[src/rtl/bip_dmem_arbiter.sv]
// Two-port req/gnt arbiter sharing the BIP data memory port
// between the CPU (port 0) and the debug/UART unit (port 1).
module bip_dmem_arbiter #(
    parameter int NB_DATA          = 16,
    parameter int LOG2_N_DATA_ADDR = 10,
    parameter int FIXED_PRIO       = 0
) (
    input  logic                        i_clock,
    input  logic                        i_reset,
    input  logic                        i_req0,
    input  logic                        i_we0,
    input  logic [LOG2_N_DATA_ADDR-1:0] i_addr0,
    input  logic [NB_DATA-1:0]          i_wdata0,
    output logic                        o_gnt0,
    output logic                        o_rvalid0,
    output logic [NB_DATA-1:0]          o_rdata0,
    input  logic                        i_req1,
    input  logic                        i_we1,
    input  logic [LOG2_N_DATA_ADDR-1:0] i_addr1,
    input  logic [NB_DATA-1:0]          i_wdata1,
    output logic                        o_gnt1,
    output logic                        o_rvalid1,
    output logic [NB_DATA-1:0]          o_rdata1,
    output logic [LOG2_N_DATA_ADDR-1:0] o_mem_addr,
    output logic [NB_DATA-1:0]          o_mem_wdata,
    output logic                        o_mem_wr,
    output logic                        o_mem_rd,
    input  logic [NB_DATA-1:0]          i_mem_rdata,
    output logic                        o_busy
);

    typedef enum logic [1:0] {
        IDLE  = 2'd0,
        ISSUE = 2'd1,
        RDATA = 2'd2
    } state_t;

    state_t                        state_q, state_d;
    logic                          last_gnt_q, last_gnt_d;
    logic                          owner_q, owner_d;
    logic [LOG2_N_DATA_ADDR-1:0]   addr_q, addr_d;
    logic [NB_DATA-1:0]            wdata_q, wdata_d;
    logic                          wr_q, wr_d;
    logic                          rd_q, rd_d;
    logic [1:0]                    gnt_q, gnt_d;
    logic                          win1;

    always_ff @(posedge i_clock) begin
        if (i_reset) begin
            state_q    <= IDLE;
            last_gnt_q <= 1'b1;
            owner_q    <= 1'b0;
            addr_q     <= '0;
            wdata_q    <= '0;
            wr_q       <= 1'b0;
            rd_q       <= 1'b0;
            gnt_q      <= 2'b00;
        end else begin
            state_q    <= state_d;
            last_gnt_q <= last_gnt_d;
            owner_q    <= owner_d;
            addr_q     <= addr_d;
            wdata_q    <= wdata_d;
            wr_q       <= wr_d;
            rd_q       <= rd_d;
            gnt_q      <= gnt_d;
        end
    end

    // Port 1 wins alone, or on a tie when round-robin says it is its turn.
    always_comb begin
        win1 = 1'b0;
        if (i_req1) begin
            if (!i_req0)
                win1 = 1'b1;
            else if (FIXED_PRIO == 0)
                win1 = !last_gnt_q;
        end
    end

    always_comb begin
        state_d    = state_q;
        last_gnt_d = last_gnt_q;
        owner_d    = owner_q;
        addr_d     = addr_q;
        wdata_d    = wdata_q;
        wr_d       = wr_q;
        rd_d       = rd_q;
        gnt_d      = gnt_q;
        unique case (state_q)
            IDLE: begin
                if (i_req0 || i_req1) begin
                    owner_d    = win1;
                    last_gnt_d = win1;
                    addr_d     = win1 ? i_addr1 : i_addr0;
                    wdata_d    = win1 ? i_wdata1 : i_wdata0;
                    wr_d       = win1 ? i_we1 : i_we0;
                    rd_d       = win1 ? !i_we1 : !i_we0;
                    gnt_d      = win1 ? 2'b10 : 2'b01;
                    state_d    = ISSUE;
                end
            end
            ISSUE: begin
                wr_d    = 1'b0;
                rd_d    = 1'b0;
                gnt_d   = 2'b00;
                state_d = wr_q ? IDLE : RDATA;
            end
            RDATA: begin
                state_d = IDLE;
            end
            default: begin
                state_d = IDLE;
            end
        endcase
    end

    assign o_gnt0      = gnt_q[0];
    assign o_gnt1      = gnt_q[1];
    assign o_mem_addr  = addr_q;
    assign o_mem_wdata = wdata_q;
    assign o_mem_wr    = wr_q;
    assign o_mem_rd    = rd_q;
    assign o_busy      = (state_q != IDLE);

    // Read data is a pass-through of the memory's own output register.
    assign o_rvalid0 = (state_q == RDATA) && !owner_q;
    assign o_rvalid1 = (state_q == RDATA) && owner_q;
    assign o_rdata0  = o_rvalid0 ? i_mem_rdata : '0;
    assign o_rdata1  = o_rvalid1 ? i_mem_rdata : '0;

endmodule
[config.mk]
export PLATFORM = sky130hd
export DESIGN_NAME = bip_dmem_arbiter
export DESIGN_NICKNAME = d
export VERILOG_FILES = /design/src/rtl/bip_dmem_arbiter.sv
export SDC_FILE = /design/constraint.sdc
export NUM_CORES = 1
export LEC_CHECK = 0
export ABC_AREA = 1
export ABC_CLOCK_PERIOD_IN_PS = 900
export CAP_MARGIN = 40
export CORE_MARGIN = 3
export CORE_UTILIZATION = 30
export CTS_CLUSTER_SIZE = 40
export DETAILED_ROUTE_END_ITERATION = 8
export PLACE_DENSITY_LB_ADDON = 0.08
export SLEW_MARGIN = 40
export SYNTH_ARGS = -nofsm -noshare
export SYNTH_HDL_FRONTEND = slang
export SYNTH_SLANG_ARGS = --single-unit
[constraint.sdc]
create_clock -name i_clock -period 0.9 [get_ports i_clock]
set_input_delay 0.18 -clock i_clock [delete_from_list [all_inputs] [get_ports i_clock]]
set_output_delay 0.18 -clock i_clock [all_outputs]
set_load 0.005 [all_outputs]
After elaboration in Yosys (flattened, before gate mapping)
Cells that the tools add are included.
- flip-flop bits (word level): 34
- bits of input ports: 74
- output and inout port bits: 65
- logic and storage cells: 41
- mux-type cells: 18
- reduce and logical (&&, ||, !) cells: 12
- eq/ne operators: 3
- operator list (cell ; count):
    16-bit two-way mux ; 3
    10-bit two-way mux ; 1
    2-bit two-way mux ; 4
    2-bit one-hot mux with 2 select lines ; 2
    1-bit two-way mux ; 6
    1-bit zero test ; 4
    1-bit one-hot mux with 2 select lines ; 2
    2-bit AND reduction ; 2
    2-bit nonzero test ; 2
    2-bit by 1-bit == test with 1-bit output, second input constant ; 1
    2-bit == test, second input constant ; 1
    1-bit logical AND ; 2
    2-bit zero test ; 1
    2-bit inequality test, second input constant ; 1
    1-bit logical OR ; 1

Longest topological paths before layout
- word-level depth: 6
- mapped depth: 8

Worst setup path before layout
Ideal clock, no wire load.
- path kind: flip-flop to output port
- start point: register owner_q
- end point: output port o_rdata1[10]
- data arrival time: 941 ps
- buffers on the path: 1
- required time: 720 ps
- setup slack: -221 ps
- cell stages (with the launch flop): 6
- path through: dfxtp_1 -> inv_1 -> nor3_2 -> inv_2 -> buf_6 -> nor2_1
- longest elaborated chain between the ends: 2
- ends and longest elaborated chain (item ; line ; text):
    from (decl) ; 40 ; logic owner_q, owner_d;
    from (signal assigned) ; 61 ; owner_q <= owner_d;
    1-bit logical AND ; 128 ; assign o_rvalid1 = (state_q == RDATA) && owner_q;
    named net o_rvalid1 ; 22 ; output logic o_rvalid1,
    16-bit two-way mux ; 130 ; assign o_rdata1 = o_rvalid1 ? i_mem_rdata : '0;
    to (decl) ; 23 ; output logic [NB_DATA-1:0] o_rdata1,
The timed path passes the listed nets, and every way through them passes these cells.

Worst setup path in the final report
- start point: register owner_q
- end point: output port o_rdata0[14]
- longest elaborated chain between the ends: 3
- ends and longest elaborated chain (item ; line ; text):
    1-bit zero test ; 127 ; assign o_rvalid0 = (state_q == RDATA) && !owner_q;
    1-bit logical AND ; 127 ;
    16-bit two-way mux ; 129 ; assign o_rdata0 = o_rvalid0 ? i_mem_rdata : '0;
    to (decl) ; 16 ; output logic [NB_DATA-1:0] o_rdata0,
Every way passes these cells.

==> flow_summary.ini <==
[worst_setup_path]
cp-start-kind = flop
cpMostUsedCell = buf_6
crit_chain = buf_6 > nor3_4 > buf_6 > clkinvlp_4 > buf_6 > nor2_2 > buf_2
cpPeakStageDelay_ns = 0.32
slowest_stage = dfxtp_2
endpoint_kind = output port
critPathArrivalTime_ns = 1.49
cp.required_ns = 0.72
worst-setup-path-type = flop to output port
cp.buffers_inverters = 5
crit_family = buffers and inverters
rrSetupSlack_ns = -0.68
crit_fanout = 4

[logic_synthesis]
synth_area_um2 = 1910
synth_xor_xnor_area_share_pct = 0
synth_edf_count = 0
synth_seq_cells = 34
synth.avg_cell_area_um2 = 6.02
synthFlopType = dfxtp_1
synth.distinct_cells = 19
yosysWarnings = 0
synth-compound-area-share_pct = 7.84
synth-simple-area-share_pct = 40.2
yosysTopAreaCellShare_pct = 35.6
yosys-top-cells-count = nor2_1, nand2_1, inv_1, dfxtp_1, o21ai_1
synthArstFlopShare_pct = 0
synth_cells = 318
ys_seq_area_share_pct = 35.6
yosysTopAreaCell = dfxtp_1
synth_top_family_by_area = simple AND/OR/NAND/NOR gates
muxShareOfSynthArea_pct = 0
syn_nets = 392
synth_fa_ha_area_share_pct = 0
yosysMostFrequentCell = nor2_1
post_synth_main_area_contributors = dfxtp_1, nor2_1, nand2_1

[pwr]
leakagePower_nw = 2.15
power_mw = 5.27
ir_drop_mv = 0.707
powerDensity_nw_per_um2 = 1220

[status]
violations = setup timing
status = finished with violations

[global_route]
grt_pass1_vias = 2403
grt_pass1_wl_um = 11100
grt_remaining_overflow = 0
grt_max_degree = 30
grt_antenna_before_repair = 0
grt_usage_pct = 18.9

[finish]
areaGrowthSynthToFinish_pct = 126
regArea_um2 = 727
final_nets = 588
fillers = 495
final_area_um2 = 4320
utilization_pct = 71.3
antennaDiodeCount = 0
multi_input_area_um2 = 1190
drive_gt1_share_pct = 48.0

[sta]
relSlewSlack_pct = 83.9
tightest_slew_ns = 0.242
layout_setup_ws_ns = -0.770
slew_viol_final = 0
period_share_pct = 186
finClkSkew_ns = 0.00597
hold_viol = 0
setup_violations = 74
rsz0062_at_grt = yes
finalWorstPathRequiredPeriod_ns = 1.67
max_freq_mhz = 599

[routing]
firstDrtPassIters = 6
drt_iter0_markers = 44
drc = 0
viasPerCell = 4.37
routed_wl_um = 7430
num_vias = 2567
routedWlPerCell_um = 12.6
antenna_left = 0

[floorplanning]
core_um2 = 6060
start_util_pct = 31.6
die_h_um = 85.9
num_rows = 28
pin_count = 139
die_area_um2 = 7380
fp.dieW_um = 85.9

[clocking]
htree_levels = 2
path_clk_slew_ns = 0.07
cts_max_path_buffers = 2
clkSinkCount = 34
root_buffer = clkbuf_8
clk_latency_ns = 0.28
numCtsBuffers = 5
cts_tree = done

[placement]
hpwl_um = 4960
placed_area_um2 = 3540
preCtsSetupSlack_ns = -0.681
globalplace.congestion = 0.781
io_buffers = 138

[job]
drv_cap = 0

[hold_path]
hold_path_class = flop to flop
==> stage by stage <==
| step | TNS [ns] | std cells | hold slack, ns |
|---|---|---|---|
| 2_1_floorplan | -7.97 | 318 | 0.245 |
| 3_3_place_gp | -42.48 | 540 | 0.454 |
| 3_5_place_dp | -43.60 | 540 | 0.471 |
| 4_1_cts | -36.05 | 577 | 0.486 |
| 5_1_grt | -47.42 | 588 | 0.514 |
| 6_report | -42.42 | 588 | 0.481 |
==> sequential cells by signal, indices dropped and copies added (netlist names) <==
signal and flops:
o_mem_wdata 16, o_mem_addr 10, gnt_q 2, state_q 2, last_gnt_q 1, o_mem_rd 1, o_mem_wr 1, owner_q 1
==> cells in the final DEF (no fill, tap or decap), types with 3 or more instances in the layout <==
cell,instances
buf_2,37
nor2_2,24
nand2_1,46
buf_4,26
buf_16,4
inv_4,3
nand3_1,4
nand2_2,13
buf_6,49
dfxtp_2,31
buf_12,9
o21ai_1,18
nand2_4,4
a21oi_2,3
clkdlybuf4s50_1,71
nor2_1,79
o21ai_2,8
nor2_4,12
clkbuf_8,6
inv_1,45
==> repair_timing <==
action	in CTS	in global routing
buffers inserted	26	14
hold buffers	0	0
cloned	6	1
setup endpoints to repair	99	99
pin swaps	17	31
endpoints found under the hold margin	0	0
gates resized for setup	356	73
==> worst reg2reg max path: stages (launching register included) <==
cell	delay, ns
dfxtp_4	0.36
inv_4	0.08
buf_4	0.12
buf_6	0.11
nand2_4	0.08
nor2_8	0.13
buf_12	0.13
buf_12	0.12
clkbuf_16	0.14
nand2_2	0.05
nor2_2	0.10
nor2_1	0.05
==> logic make-up after synthesis <==
family          after synthesis
flops                        34
simple gates                189
compound gates               30
buf+inv                      65
==> layer usage <==
layer  part of all wire [%]  global-route usage (%)
met1                     36                    19.0
met2                     54                    37.1
met3                    8.2                    5.57
met4                    1.8                    5.18
met5                      0                       0
==> final timing paths <==
kind                                        to  cells after the start  startpoint
worst max-delay path              o_rdata0[14]                      7     owner_q
worst max register to register  o_mem_wdata[8]                     11  state_q[1]
worst min register to register      last_gnt_q                      2  last_gnt_q
worst min-delay path                last_gnt_q                      2  last_gnt_q
==> layout make-up <==
type | instances | share of cell area (%)
Timing Repair inverter | 2 | 0.347
Clock buffer | 6 | 1.91
Sequential cell | 34 | 16.8
Inverter | 51 | 4.78
Tap cell | 75 | 2.17
Timing Repair Buffer | 201 | 46.4
Multi-Input combinational cell | 219 | 27.6
==> power breakdown <==
group | switching (mW) | total [mW] | internal, mW | leakage [nW]
Clock | 0.506 | 1.10 | 0.589 | 0.0431
Combinational | 0.919 | 2.33 | 1.41 | 1.82
Sequential | 0.124 | 1.84 | 1.72 | 0.293
(Power assumes the default switching activity.)
